File: src/rtl/rlgl_pkg.sv
// Shared constants for the Red Light Green Light game sequencer:
// FSM state codes, LFSR geometry and the game-timer width.
package rlgl_pkg;

    localparam logic [2:0] ST_IDLE      = 3'd0;
    localparam logic [2:0] ST_GREEN     = 3'd1;
    localparam logic [2:0] ST_RED_GRACE = 3'd2;
    localparam logic [2:0] ST_RED       = 3'd3;
    localparam logic [2:0] ST_WIN       = 3'd4;
    localparam logic [2:0] ST_LOSE      = 3'd5;

    localparam int LFSR_W = 8;
    // Fibonacci taps 8,6,5,4 -> bits 7,5,4,3
    localparam logic [LFSR_W-1:0] LFSR_TAPS = 8'b1011_1000;

    localparam int TIME_W = 6;

    // One step of the Fibonacci LFSR; a non-zero state never maps to zero.
    function automatic logic [LFSR_W-1:0] lfsr_step(input logic [LFSR_W-1:0] v);
        return {v[LFSR_W-2:0], ^(v & LFSR_TAPS)};
    endfunction

endpackage

File: src/rtl/rlgl_tick_gen.sv
// Game tick generator: one-cycle tick every TICK_DIV clk cycles,
// restartable so a new game always sees a full first tick period.
module rlgl_tick_gen #(
    parameter int TICK_DIV = 50000000
) (
    input  logic clk,
    input  logic rst_n,
    input  logic clr,
    output logic tick
);

    localparam int CNT_W = (TICK_DIV > 1) ? $clog2(TICK_DIV) : 1;
    localparam logic [CNT_W-1:0] CNT_MAX = CNT_W'(TICK_DIV - 1);

    logic [CNT_W-1:0] cnt_q;
    logic [CNT_W-1:0] cnt_d;

    // Next count: wrap at the terminal value, restart on clear.
    always_comb begin
        tick  = (cnt_q == CNT_MAX);
        cnt_d = cnt_q + CNT_W'(1);
        if (clr || tick) begin
            cnt_d = '0;
        end
    end

    // Count register.
    always_ff @(posedge clk or negedge rst_n) begin
        if (!rst_n) begin
            cnt_q <= '0;
        end else begin
            cnt_q <= cnt_d;
        end
    end

endmodule

File: src/rtl/rlgl_game_ctrl.sv
// Red Light Green Light game sequencer: pseudo-random lamp phases,
// a grace window after each switch to red, game timer and win/lose.
module rlgl_game_ctrl
    import rlgl_pkg::*;
#(
    parameter int                TICK_DIV   = 50000000,
    parameter int                MIN_PHASE  = 2,
    parameter int                RANGE_LOG2 = 2,
    parameter int                GRACE_CYC  = 25000000,
    parameter int                GAME_TIME  = 30,
    parameter logic [LFSR_W-1:0] LFSR_SEED  = 8'hA5
) (
    input  logic              clk,
    input  logic              rst_n,
    input  logic              start,
    input  logic              move,
    input  logic              finish,
    output logic              red,
    output logic              green,
    output logic              win,
    output logic              lose,
    output logic [TIME_W-1:0] time_left,
    output logic [2:0]        state_o
);

    localparam int PHASE_W = $clog2(MIN_PHASE + (1 << RANGE_LOG2));
    localparam int GRACE_W = (GRACE_CYC > 1) ? $clog2(GRACE_CYC) : 1;

    logic [2:0]         state_q, state_d;
    logic               red_q, red_d;
    logic               green_q, green_d;
    logic               win_q, win_d;
    logic               lose_q, lose_d;
    logic [TIME_W-1:0]  time_left_q, time_left_d;
    logic [LFSR_W-1:0]  lfsr_q, lfsr_d;
    logic [PHASE_W-1:0] phase_cnt_q, phase_cnt_d;
    logic [GRACE_W-1:0] grace_cnt_q, grace_cnt_d;

    logic               tick;
    logic               start_ok;
    logic               timeout;
    logic               phase_exp;
    logic [PHASE_W-1:0] phase_reload;

    assign start_ok     = start && ((state_q == ST_IDLE) || (state_q == ST_WIN) ||
                                    (state_q == ST_LOSE));
    assign timeout      = tick && (time_left_q == TIME_W'(1));
    assign phase_exp    = tick && (phase_cnt_q == PHASE_W'(1));
    assign phase_reload = PHASE_W'(MIN_PHASE) + PHASE_W'(lfsr_q[RANGE_LOG2-1:0]);

    // The tick counter restarts when a game starts so the first tick is a full period.
    rlgl_tick_gen #(
        .TICK_DIV (TICK_DIV)
    ) u_tick_gen (
        .clk   (clk),
        .rst_n (rst_n),
        .clr   (start_ok),
        .tick  (tick)
    );

    // Game FSM; same-cycle priority: move-in-red, finish, timeout, phase expiry.
    always_comb begin
        state_d     = state_q;
        red_d       = red_q;
        green_d     = green_q;
        win_d       = win_q;
        lose_d      = lose_q;
        time_left_d = time_left_q;
        phase_cnt_d = phase_cnt_q;
        grace_cnt_d = grace_cnt_q;
        lfsr_d      = lfsr_step(lfsr_q);

        case (state_q)
            ST_IDLE, ST_WIN, ST_LOSE: begin
                if (start) begin
                    state_d     = ST_GREEN;
                    green_d     = 1'b1;
                    red_d       = 1'b0;
                    win_d       = 1'b0;
                    lose_d      = 1'b0;
                    time_left_d = TIME_W'(GAME_TIME);
                    phase_cnt_d = phase_reload;
                end
            end
            ST_GREEN, ST_RED_GRACE, ST_RED: begin
                if ((state_q == ST_RED) && move) begin
                    state_d = ST_LOSE;
                    lose_d  = 1'b1;
                    red_d   = 1'b1;
                    green_d = 1'b0;
                end else if (finish) begin
                    // time_left freezes at its current value on a win
                    state_d = ST_WIN;
                    win_d   = 1'b1;
                    red_d   = 1'b1;
                    green_d = 1'b0;
                end else if (timeout) begin
                    state_d     = ST_LOSE;
                    lose_d      = 1'b1;
                    red_d       = 1'b1;
                    green_d     = 1'b0;
                    time_left_d = '0;
                end else begin
                    if (tick) begin
                        time_left_d = time_left_q - TIME_W'(1);
                        phase_cnt_d = phase_cnt_q - PHASE_W'(1);
                    end
                    if ((state_q == ST_RED_GRACE) && (grace_cnt_q != '0)) begin
                        grace_cnt_d = grace_cnt_q - GRACE_W'(1);
                    end
                    if (phase_exp) begin
                        phase_cnt_d = phase_reload;
                        if (state_q == ST_GREEN) begin
                            state_d     = ST_RED_GRACE;
                            red_d       = 1'b1;
                            green_d     = 1'b0;
                            grace_cnt_d = GRACE_W'(GRACE_CYC - 1);
                        end else begin
                            state_d     = ST_GREEN;
                            green_d     = 1'b1;
                            red_d       = 1'b0;
                            grace_cnt_d = '0;
                        end
                    end else if ((state_q == ST_RED_GRACE) && (grace_cnt_q == '0)) begin
                        state_d = ST_RED;
                    end
                end
            end
            default: begin
                state_d = ST_IDLE;
                red_d   = 1'b1;
                green_d = 1'b0;
                win_d   = 1'b0;
                lose_d  = 1'b0;
            end
        endcase
    end

    // State, lamp, result and counter registers.
    always_ff @(posedge clk or negedge rst_n) begin
        if (!rst_n) begin
            state_q     <= ST_IDLE;
            red_q       <= 1'b1;
            green_q     <= 1'b0;
            win_q       <= 1'b0;
            lose_q      <= 1'b0;
            time_left_q <= TIME_W'(GAME_TIME);
            lfsr_q      <= LFSR_SEED;
            phase_cnt_q <= '0;
            grace_cnt_q <= '0;
        end else begin
            state_q     <= state_d;
            red_q       <= red_d;
            green_q     <= green_d;
            win_q       <= win_d;
            lose_q      <= lose_d;
            time_left_q <= time_left_d;
            lfsr_q      <= lfsr_d;
            phase_cnt_q <= phase_cnt_d;
            grace_cnt_q <= grace_cnt_d;
        end
    end

    assign red       = red_q;
    assign green     = green_q;
    assign win       = win_q;
    assign lose      = lose_q;
    assign time_left = time_left_q;
    assign state_o   = state_q;

endmodule

File: config.mk
export PLATFORM = sky130hd
export DESIGN_NAME = rlgl_game_ctrl
export DESIGN_NICKNAME = d
export VERILOG_FILES = /design/src/rtl/rlgl_pkg.sv /design/src/rtl/rlgl_tick_gen.sv /design/src/rtl/rlgl_game_ctrl.sv
export SDC_FILE = /design/constraint.sdc
export NUM_CORES = 1
export LEC_CHECK = 0
export CAP_MARGIN = 20
export CORE_ASPECT_RATIO = 0.9
export CORE_MARGIN = 5
export CORE_UTILIZATION = 60
export DETAILED_ROUTE_END_ITERATION = 12
export GPL_TIMING_DRIVEN = 0
export PLACE_DENSITY = 0.79
export SLEW_MARGIN = 20
export SYNTH_ARGS = -nofsm -noshare
export SYNTH_HDL_FRONTEND = slang
export SYNTH_SLANG_ARGS = --single-unit
File: constraint.sdc
create_clock -name clk -period 2.6 [get_ports clk]
set_clock_uncertainty 0.1 [all_clocks]
set_input_delay 0.39 -clock clk [delete_from_list [all_inputs] [get_ports clk]]
set_output_delay 0.39 -clock clk [all_outputs]
set_load 0.05 [all_outputs]
# ---- Word-level counts from Yosys, hierarchy flattened
# Cells that the tools add are included.
dict set report totals {
  ff_bits 75
  out_inout_bits 13
  wordCells 107
  input_bits 5
}
dict set report op_classes {
  bitwise 3
  eq_ne 19
  n_reduce_logical 24
  mux 46
  n_addsub 5
}
# cell n
set op_table {}
lappend op_table {{25-bit 2-to-1 mux} 3}
lappend op_table {{3-bit 2-to-1 mux} 12}
lappend op_table {{6-bit 2-to-1 mux} 5}
lappend op_table {{26-bit by 1-bit adder with 26-bit output, second input constant} 1}
lappend op_table {{26-bit == test, second input constant} 1}
lappend op_table {{26-bit 2-to-1 mux} 1}
lappend op_table {{25-bit zero test} 1}
lappend op_table {{25-bit nonzero test} 1}
lappend op_table {{25-bit by 1-bit subtractor with 25-bit output, second input constant} 1}
lappend op_table {{1-bit 2-to-1 mux} 17}
lappend op_table {{3-bit != test, second input constant} 4}
lappend op_table {{3-bit case mux with 2 select lines} 2}
lappend op_table {{6-bit case mux with 2 select lines} 1}
lappend op_table {{2-bit != test, second input constant} 5}
lappend op_table {{5-bit AND reduction} 2}
lappend op_table {{1-bit case mux with 2 select lines} 4}
lappend op_table {{8-bit XOR reduction} 1}
lappend op_table {{3-bit by 1-bit == test with 1-bit output, second input constant} 2}
lappend op_table {{3-bit by 2-bit == test with 1-bit output, second input constant} 2}
lappend op_table {{3-bit == test, second input constant} 2}
lappend op_table {{6-bit by 1-bit == test with 1-bit output, second input constant} 1}
lappend op_table {{1-bit logical AND} 6}
lappend op_table {{6-bit != test, second input constant} 1}
lappend op_table {{3-bit AND reduction} 2}
lappend op_table {{12 further kinds} 19}

# ---- Depth between registers and ports, before layout
# Gate-level depths: netlist (run 1).
dict set report depth {
  ltp_word 8
  depth_mapped 10
  depth_no_buf 8
}

# ---- Cells and area by module
# Synthesis (run 1) repeated with hierarchy kept, for this count alone.
dict set report hier_totals {
  cells_unflattened 462
  area_unflattened_um2 4265.3
}
# mod cells_each seq_area_each_um2 n_inst area_per_inst_um2
set by_module_without_submodules {}
lappend by_module_without_submodules {rlgl_game_ctrl 319 1237.4 1 2896.5}
lappend by_module_without_submodules {rlgl_tick_gen 143 650.6 1 1368.8}

# ---- Worst setup path before layout (run 1)
# Ideal clock, no wire load.
dict set report synth_timing {
  path_kind {reg2reg}
  start {reg state_q[0] (netlist: state_o[0])}
  end {reg time_left_q[4] (netlist: time_left[4])}
  t_required_ns 2.410
  t_arrival_ns 2.286
  synth_period_minus_slack_ns 2.476
  setup_ns 0.090
  stages_incl_launch_ff 9
  path_slack_ns 0.124
  path_buffers 2
  cell_sequence {dfrtp_1 -> buf_2 -> o21bai_1 -> nor3b_4 -> nand3_1 -> and2_0 -> clkbuf_1 -> o41ai_1 -> o21ai_1}
}
dict set report synth_via {
  elab_chain_cells 4
  word_cells_on_any_way 16
  classes_between {eq/ne (9); mux (1); reduce/logical (6)}
}
# element line
set synth_lines {}
lappend synth_lines {{start: declaration} rlgl_game_ctrl.sv:29} ;# logic [2:0] state_q, state_d;
lappend synth_lines {{start signal: assignment} rlgl_game_ctrl.sv:152} ;# state_q <= state_d;
lappend synth_lines {{3-bit by 2-bit == test with 1-bit output (tied with other cells)} {rlgl_game_ctrl.sv:73, rlgl_game_ctrl.sv:86}}
lappend synth_lines {{3-bit OR reduction or 1-bit logical AND (tied branches)} {rlgl_game_ctrl.sv:73, rlgl_game_ctrl.sv:86}}
lappend synth_lines {{3-bit != test (no line) (tied with other cells)} n/a}
lappend synth_lines {{5-bit AND reduction (no line)} n/a}
lappend synth_lines {{end signal: assignment} rlgl_game_ctrl.sv:147} ;# time_left_q <= TIME_W'(GAME_TIME);
lappend synth_lines {{end signal: assignment} rlgl_game_ctrl.sv:157} ;# time_left_q <= time_left_d;
lappend synth_lines {{end: declaration} rlgl_game_ctrl.sv:34} ;# logic [TIME_W-1:0] time_left_q, time_left_d;
# Parallel ways exist; a longest one is shown, timed or not.
# A chain may end at the register's enable or synchronous reset.

# ---- Worst setup path in the final report (run 1)
dict set report layout_timing {
  start {reg u_tick_gen.cnt_q[18]}
  end {reg grace_cnt_q[21]}
}
dict set report layout_via {
  elab_chain_cells 4
  word_cells_on_any_way 7
  classes_between {eq/ne (1); mux (1); bitwise (1); reduce/logical (4)}
}
# element line
set layout_lines {}
lappend layout_lines {{start: declaration} rlgl_tick_gen.sv:15} ;# logic [CNT_W-1:0] cnt_q;
lappend layout_lines {{start signal: assignment} rlgl_tick_gen.sv:32} ;# cnt_q <= cnt_d;
lappend layout_lines {{26-bit == test (*)} rlgl_tick_gen.sv:20} ;# tick = (cnt_q == CNT_MAX);
lappend layout_lines {{1-bit logical AND (on tied branches)} {rlgl_game_ctrl.sv:48, rlgl_game_ctrl.sv:47}}
lappend layout_lines {{2-bit nonzero test (no line) or 1-bit NOT (tied branches)} n/a}
lappend layout_lines {{5-bit AND reduction (no line)} n/a}
lappend layout_lines {{end signal: assignment} rlgl_game_ctrl.sv:160} ;# grace_cnt_q <= grace_cnt_d;
lappend layout_lines {{end: declaration} rlgl_game_ctrl.sv:37} ;# logic [GRACE_W-1:0] grace_cnt_q, grace_cnt_d;
# Every way passes the cells marked *; elsewhere a longest branch is shown, timed or not.

==> results by stage, run 1 <==
Power and ir drop:
- The worst-case vdd ir drop is 771 µV.
- In this run the power density over the cells is 968 mW/mm².
- The leakage dissipation is between 0.002 and 0.0025 µW.

Flow run:
- The tool flagged a number of max-cap violations equal to 0.

Drt:
- The routed wirelength normalized by instance count is between 15 and 20 µm.
- The detailed router used layers up to and including met4.
- The number of iterations in the first detailed-routing pass is 5.
- The detailed-routed wire length on met3 is about 540 µm.
- After the first detailed-routing iteration, the DRC count stood at 308.
- The count of vias placed by the detailed router is 3540.
- Once detail routing completed, the nets flagged for antenna violations numbered 0.
- Detailed routing placed a total of 4.74 mm of wire on met2.
- For this block, wires on met1 add up to around 4.5 mm.
- The aggregate routed wire length is 9.93 mm.
- The post-detailed-route via-to-cell ratio is just over 6.
- In the routed design, unresolved DRC markers number 0.

Cells and area:
- The share of post-route cells with drive strength above 1 is 13.8%.
- The area growth from synthesis to layout is 14.3%.
- The number of inserted diodes is 0.
- The final layout contains 493 nets.

Placement:
- After legalization and detailed placement, the total HPWL measured 7.14 mm.
- The count of buffers from port buffering is 17.
- At the end of routability-driven placement, the weighted congestion stood at 0.938.

Timing:
- After routing, the total negative slack on setup checks comes to 0 ns.
- The period utilization is 94.5%.
- Static timing analysis puts the maximum clock frequency at 407 MHz.
- The post-route minimum period is 2.46 ns.
- The number of failing setup endpoints in the final timing report is 0.
- The max-slew violation total from the final report is 0.
- Setup repair after global routing left no endpoint under its margin.
- Final hold analysis gives a worst-case slack of 0.283 ns.
- The worst-case headroom to the max-slew limit is a little over two fifths.
- The final-report hold violation count was 0.
- For the pin with the worst max-slew slack, the measured transition is 0.849 ns.

Synthesis:
- The compound-cell area share of the yosys netlist is 16.3%.
- The number of enable-type register cells in the synthesized netlist is 0.
- The net count after synthesis is 460.
- The total of warnings raised by yosys is 0.
- After synthesis, the largest family of logic cells by area is simple AND/OR/NAND/NOR gates.
- The library cell occupying the most area in the post-synthesis netlist is sky130_fd_sc_hd__dfrtp_1.
- The synthesized design contains 75 register bits.
- The top cell type by area accounts for 39.8% of the synthesized area.
- The synthesized netlist devotes 5.28% of its cell area to XOR and XNOR gates.
- The share of the yosys chip area belonging to registers is a little under half.
- The most used flip-flop cell after synthesis is sky130_fd_sc_hd__dfrtp_1.
- The number of instances in the synthesized netlist is roughly 450.
- sky130_fd_sc_hd__dfrtp_1 is the most common cell in the netlist.
- The post-synthesis share of cell area spent on and, or, nand and nor gates is 26.6%.
- The share of cell area taken by muxes after synthesis is 0.513%.
- The mapped netlist covers just over 0.004 mm².
- The average cell area after synthesis is about 9.3 µm².
- The unique cell type count in the Yosys netlist is 63.
- The commonest cells after synthesis are sky130_fd_sc_hd__dfrtp_1, sky130_fd_sc_hd__nor2_1, sky130_fd_sc_hd__nand2_1.
- By area the synthesized netlist is led by sky130_fd_sc_hd__dfrtp_1, sky130_fd_sc_hd__dfstp_2, sky130_fd_sc_hd__nor2_1.
- In the synthesized netlist the async set-or-reset flop fraction comes to 100%.
- The fraction of the mapped netlist area in adder cells is 2.11%.

Critical path:
- The type of the worst setup path is flip-flop to flip-flop.
- Along the worst path, the maximum fanout reaches 6.
- The reg-to-reg setup timing slack is 0.14 ns.
- STA classifies the critical path endpoint as a flip-flop.
- STA classifies the critical path startpoint as a flip-flop.
- The startpoint identified for the worst register-to-register timing path is u_tick_gen.cnt_q[18].
- The endpoint identified for the worst register-to-register timing path is grace_cnt_q[21].
- The number of cell instances on the worst register-to-register path is 7.
- Data on the critical path arrives at its endpoint at roughly 2.6 ns.
- For the worst setup path, the data required time is 2.73 ns.
- Tracing the worst setup path back leads to its startpoint at u_tick_gen.cnt_q[18].

Clock tree:
- After clock tree synthesis, the clock-pin slew on the worst setup and hold paths is 0.09 ns.
- Counting the buffers created by CTS gives 9.
- The clock passes through at most 2 buffers.
- The number of sinks driven by the clock tree is 75.
- The clock tree from TritonCTS is built.
- The H-tree was split into 3 levels.
- Clock tree synthesis selected as its root buffer the cell sky130_fd_sc_hd__clkbuf_8.
- The insertion delay to the later sink of the worst-skew pair is about 0.36 ns.

Worst hold path:
- The worst hold path depth is 0.
- The class of the tightest hold or removal check is flip-flop to flip-flop.
- The start point of the worst min-delay path is lfsr_q[6].
- The destination of the worst hold path is lfsr_q[7].

GRT:
- The pin count of the biggest net entering global routing is between 40 and 50.
- The overflow left after global routing is 0.
- The total global-route track usage is 24.2%.
- The number of antenna violations at the first check in global routing is 0.
- The number of global-route vias before repair was 3356.
- The first-pass GRT wire length is 16.6 mm.

Floorplan:
- The total core area is 0.00666 mm².
- The die covers roughly 0.0087 mm².
- The die is 97.7 µm wide.
- The vertical extent of the die is 88.9 µm.
- The number of rows in the core area is 28.
- The starting utilization of the core area is 62.3%.
- 18 I/O pins were placed.

Status:
- The flow ran to the end, and the final reports show no timing, DRC or antenna violations.
==> stage by stage <==
| step | setup WS [ns] | utilization (%) | cells | area (µm²) | total power [µW] |
|---|---|---|---|---|---|
| after floorplan | 0.124 | - | 448 | 4150 | 3080 |
| after global placement | -1.46 | 66.6 | 555 | 4430 | 3550 |
| after detailed placement | -0.265 | 66.9 | 556 | 4450 | 3600 |
| after CTS | 0.00806 | 70.2 | 572 | 4670 | 4560 |
| after global routing | 0.0106 | 71.3 | 576 | 4740 | 4930 |
| final | 0.142 | 71.3 | 576 | 4740 | 4590 |
==> routing by layer <==
metal,global-route usage [%],vias to the layer above
met1,32.2,1708
met4,7.80,0
met3,6.24,13
li1,-,1700
met2,39.4,119
met5,0,-
==> cell type report <==
class | count | area, µm²
plain buffers | 14 | 86.3
clock buffers | 10 | 138
clock inverters | 6 | 71.3
fillers | 528 | 1910
inverters | 17 | 63.8
multi-input cells | 340 | 2150
flip-flops and latches | 75 | 1890
well taps | 90 | 113
repair buffers | 24 | 235
==> what timing repair did <==
| action | CTS | global route |
|---|---|---|
| pin swaps | 1 | 3 |
| hold buffers | 1 | 0 |
| setup buffers | 0 | 5 |
| gates resized for setup | 2 | 9 |
| endpoints found under the setup margin | 9 | 44 |
| endpoints found under the hold margin | 41 | 0 |
==> cell families (layout without fill, tap and decap cells) <==
family / Yosys count / after routing
buffers and inverters: 33 / 71
adder cells (fa/ha/maj): 7 / 7
AND/OR/NAND/NOR: 198 / 198
XOR/XNOR: 25 / 25
flip-flops: 75 / 75
AO/OA/AOI/OAI: 108 / 108
multiplexers: 2 / 2
==> worst max-delay path by stage <==
stage | end | slack, ns | cells after the start
after floorplan | time_left[4] | 0.12 | 8
after global placement | grace_cnt_q[9] | -1.46 | 1
after detailed placement | grace_cnt_q[13] | -0.26 | 5
after CTS | grace_cnt_q[11] | 0.008 | 6
after global routing | grace_cnt_q[13] | 0.01 | 8
final | grace_cnt_q[21] | 0.14 | 7
==> critical path, cell delays in order, from the launching register on <==
cell and delay, ns:
sky130_fd_sc_hd__dfrtp_1 0.43, sky130_fd_sc_hd__or4b_4 0.58, sky130_fd_sc_hd__or3_4 0.37, sky130_fd_sc_hd__nor3_4 0.32, sky130_fd_sc_hd__buf_4 0.22, sky130_fd_sc_hd__o21ai_1 0.09, sky130_fd_sc_hd__o21ai_1 0.13, sky130_fd_sc_hd__nand3_1 0.09
==> flip-flops by register name, indices dropped and copies added (netlist names) <==
name,flops
u_tick_gen.cnt_q,26
state_o,3
phase_cnt_q,3
win,1
time_left,6
lose,1
red,1
green,1
lfsr_q,8
grace_cnt_q,25
==> layout by cell type (no fill, tap or decap), types with 4 or more instances in the layout <==
| cell | synthesis | layout |
|---|---|---|
| sky130_fd_sc_hd__xor2_1 | 15 | 15 |
| sky130_fd_sc_hd__and3_1 | 12 | 12 |
| sky130_fd_sc_hd__xnor2_1 | 10 | 10 |
| sky130_fd_sc_hd__nand4_1 | 11 | 11 |
| sky130_fd_sc_hd__nor2_1 | 51 | 50 |
| sky130_fd_sc_hd__a21oi_1 | 23 | 22 |
| sky130_fd_sc_hd__ha_1 | 7 | 6 |
| sky130_fd_sc_hd__buf_4 | 1 | 7 |
| sky130_fd_sc_hd__or4_1 | 5 | 5 |
| sky130_fd_sc_hd__o21ai_0 | 17 | 17 |
| sky130_fd_sc_hd__a31oi_1 | 9 | 9 |
| sky130_fd_sc_hd__dfstp_2 | 9 | 9 |
| sky130_fd_sc_hd__nand3_1 | 29 | 27 |
| sky130_fd_sc_hd__nand2b_1 | 4 | 4 |
| sky130_fd_sc_hd__nor4_1 | 5 | 4 |
| sky130_fd_sc_hd__clkbuf_1 | 7 | 4 |
| sky130_fd_sc_hd__or3_1 | 5 | 5 |
| sky130_fd_sc_hd__nand2_1 | 31 | 31 |
| sky130_fd_sc_hd__clkbuf_8 | 0 | 10 |
| sky130_fd_sc_hd__dfrtp_1 | 66 | 66 |
| sky130_fd_sc_hd__o21ai_1 | 29 | 29 |
| sky130_fd_sc_hd__nor2b_1 | 4 | 4 |
| sky130_fd_sc_hd__buf_2 | 5 | 5 |
| sky130_fd_sc_hd__inv_1 | 17 | 17 |
| sky130_fd_sc_hd__clkdlybuf4s50_1 | 0 | 16 |
| sky130_fd_sc_hd__nor3_1 | 15 | 14 |
==> power by group <==
| group | internal, µW | switching (µW) |
|---|---|---|
| logic | 698 | 1250 |
| clock network | 479 | 466 |
| registers | 1430 | 265 |
| total | 2610 | 1980 |
Power figures use the tool's default switching activity.
==> inputs of run 2 (changes only) <==
ABC_CLOCK_PERIOD_IN_PS = 2600   (was unset)
SKIP_CTS_REPAIR_TIMING = 1   (was unset)
==> run 2 against run 1 <==
Net effect: clock power about the same; setup slack better by 0.0079 ns; die area unchanged; routed wire length is 0.17% lower; fmax rose by 0.32%; count of clock-buffer cells in the layout unchanged; hold slack about the same; final cell count is the same; largest cell class unchanged.
==> results by stage, run 2 (synthesized netlist as in run 1, its figures left out) <==
Worst hold path:
- For hold timing, the worst endpoint is lfsr_q[7].
- The startpoint identified for the worst hold timing path is lfsr_q[6].
- The worst hold path depth is 0 (unchanged).
- The class of the tightest hold or removal check is flip-flop to flip-flop.

Timing:
- The max-slew violation total from the final report is 0 (unchanged).
- The number of failing setup endpoints in the final timing report came to 0 (unchanged).
- The maximum achievable frequency is 408 MHz (+0.32%).
- The period utilization came to 94.2% (-0.30 points).
- The final-report hold violation count is 0 (unchanged).
- The post-route minimum period is 2.45 ns (-0.00790 ns).
- The worst setup margin is 0.150 ns (+0.00790 ns).
- The actual slew at the worst max-slew pin is 0.839 ns (-0.0109 ns).
- Setup repair after global routing left no endpoint under its margin.
- The worst-case headroom to the max-slew limit is 44.0% (+0.73 points).

Drt:
- The number of design rule violations left after detail routing is 0 (unchanged).
- The violation count after the first detailed-route iteration was 274 (-11%).
- The routed wirelength normalized by instance count is 17.2 µm (-0.17%).
- The count of vias placed by the detailed router is 3533 (-0.20%).
- The aggregate routed wire length is 9.91 mm (-0.17%).
- The number of iterations in the first detailed-routing pass was 4 (-1).
- The antenna violation net count after detailed routing came to 0 (unchanged).
- The post-detailed-route via-to-cell ratio was 6.13 (-0.20%).

Floorplan:
- The total core area is 0.00666 mm² (unchanged).
- The boundary pin count is 18 (unchanged).
- The width of the die came to 97.7 µm (unchanged).
- The number of rows in the core area is 28 (unchanged).
- The starting utilization of the core area was 62.3% (unchanged).
- The die area came to 0.00868 mm² (unchanged).
- The vertical extent of the die is 88.9 µm (unchanged).

Cells and area:
- The number of inserted diodes is 0 (unchanged).
- In the final layout, the registers with the most flip-flops are u_tick_gen.cnt_q: 26 flops, grace_cnt_q: 25 flops, lfsr_q: 8 flops.
- The area of all placed cells without fillers was 0.00475 mm² (+0.18%).
- The number of nets at the end of the flow is 493 (unchanged).
- The top cell types in the final layout, fill and taps aside, are sky130_fd_sc_hd__dfrtp_1, sky130_fd_sc_hd__nor2_1, sky130_fd_sc_hd__nand2_1.
- The share of post-route cells with drive strength above 1 is 13.8% (unchanged).
- The top register by number of flip-flops is u_tick_gen.cnt_q.
- The library cell used most frequently in the layout, excluding fill and tap cells, is sky130_fd_sc_hd__dfrtp_1.
- The area growth from synthesis to layout is 14.5%.
- The number of flip-flops under the largest register name is 26 (unchanged).

Power and ir drop:
- The leakage dissipation was 0.00203 µW (+0.72%).
- The clock network fraction of design power is 20.6% (about the same).
- The worst-case vdd ir drop is 770 µV (-0.16%).
- The internal power summed over all cells is 2610 µW (about the same).
- The power spent charging and discharging nets is 1980 µW (-0.18%).
- The switching fraction of total power is 43.1% (about the same).
- The ratio of total power to cell area was 966 mW/mm² (-0.26%).
- The combinational share of power is 42.5% (about the same).
- The share of total power in sequential cells is 36.9% (about the same).

Clock tree:
- The insertion delay to the later sink of the worst-skew pair came to 0.36 ns (about the same).
- The number of buffers added by the clock tree synthesis step is 9 (unchanged).
- The number of H-tree branching levels is 3 (unchanged).
- The CTS clock-pin slew for the worst setup and hold paths is 0.09 ns (about the same).
- The buffer depth of the longest clock path is 2 (unchanged).
- The library cell used as clock root buffer is sky130_fd_sc_hd__clkbuf_8.
- The number of sinks driven by the clock tree is 75 (unchanged).
- TritonCTS built the clock tree.

Placement:
- The setup slack after placement was -0.265 ns (unchanged).
- The final weighted congestion in routability-driven placement was 0.938 (unchanged).
- The HPWL after detailed placement is 7.14 mm (unchanged).
- The count of buffers from port buffering is 17 (unchanged).
- The post-placement cell area is 0.00445 mm² (unchanged).

Critical path:
- The number of cell instances on the worst register-to-register path is 8 (+1).
- The data arrival time of the critical path is 2.63 ns (+0.04 ns).
- The endpoint of the most critical register-to-register path is grace_cnt_q[13].
- The startpoint type of the worst setup path is a flip-flop.
- The required time of the worst setup path is 2.78 ns (+0.05 ns).
- The critical path is of the flip-flop to flip-flop type.
- The kind of end point of the critical path is a flip-flop.
- In this run the critical register-to-register path is launched from grace_cnt_q[7].
- The maximum fanout along the worst path was 10 (+4).
- The reg-to-reg setup timing slack is 0.15 ns (about the same).

GRT:
- The first-pass GRT wire length is 16.6 mm (-0.29%).
- The number of global-route vias before repair came to 3346 (-0.30%).
- The overflow left after global routing was 0 (unchanged).
- The pin count of the biggest net entering global routing came to 46 (unchanged).
- The number of antenna violations at the first check in global routing is 0 (unchanged).
- The total global-route track usage came to 24.1% (-0.068 points).

Flow run:
- The number of max-cap violations came to 0 (unchanged).

Status:
- The flow ran to the end, and the final reports show no timing, DRC or antenna violations.
run 2: worst max-delay path, stage by stage (launching register included):
cell and delay, ns:
sky130_fd_sc_hd__dfrtp_1 0.41, sky130_fd_sc_hd__or4_1 0.51, sky130_fd_sc_hd__buf_2 0.19, sky130_fd_sc_hd__nor2_4 0.21
sky130_fd_sc_hd__a41oi_4 0.17, sky130_fd_sc_hd__buf_6 0.18, sky130_fd_sc_hd__o211a_1 0.32, sky130_fd_sc_hd__o21a_1 0.15
sky130_fd_sc_hd__a31oi_1 0.13
run 2: worst max-delay path by stage:
stage	from	to	slack [ns]	depth (start not counted)
4_1_cts	u_tick_gen.cnt_q[4]	grace_cnt_q[16]	-0.1	9
2_1_floorplan	state_o[0]	time_left[4]	0.12	8
6_report	grace_cnt_q[7]	grace_cnt_q[13]	0.15	8
3_3_place_gp	rst_n	grace_cnt_q[9]	-1.46	1
3_5_place_dp	finish	grace_cnt_q[13]	-0.26	5
5_1_grt	grace_cnt_q[7]	grace_cnt_q[13]	0.01	8
run 2: cell type report:
class | count | area, µm²
Buffer | 14 | 86.3
Clock buffer | 10 | 138
Clock inverter | 6 | 71.3
Fill cell | 526 | 1900
Inverter | 17 | 63.8
Multi-Input combinational cell | 340 | 2160
Sequential cell | 75 | 1890
Tap cell | 90 | 113
Timing Repair Buffer | 24 | 235
run 2: per-layer routing:
metal	GRT usage [%]	share of wire, %	vias to the layer above
li1	-	-	1695
met1	32.0	45	1721
met2	39.3	48	97
met3	6.32	5.6	20
met4	7.80	1.6	0
met5	0	0	-
run 2: power groups by stage:
stage	logic, µW	clock network, µW	registers (µW)
after global placement	1860	0	1690
after global routing	2160	1030	1740
after detailed placement	1890	0	1700
final	1950	944	1700
after floorplan	1170	0	1900
after CTS	1900	971	1680
run 2: stage by stage:
stage / setup TNS, ns / utilization (%) / total power, µW / instances / hold slack (ns)
final: 0 / 71.4 / 4590 / 576 / 0.284
after global routing: 0 / 71.4 / 4930 / 576 / 0.301
after CTS: -0.384 / 70.0 / 4560 / 572 / -0.0803
after detailed placement: -0.602 / 66.9 / 3600 / 556 / 0.274
after global placement: -102.27 / 66.6 / 3550 / 555 / 0.237
after floorplan: 0 / - / 3080 / 448 / -0.00559
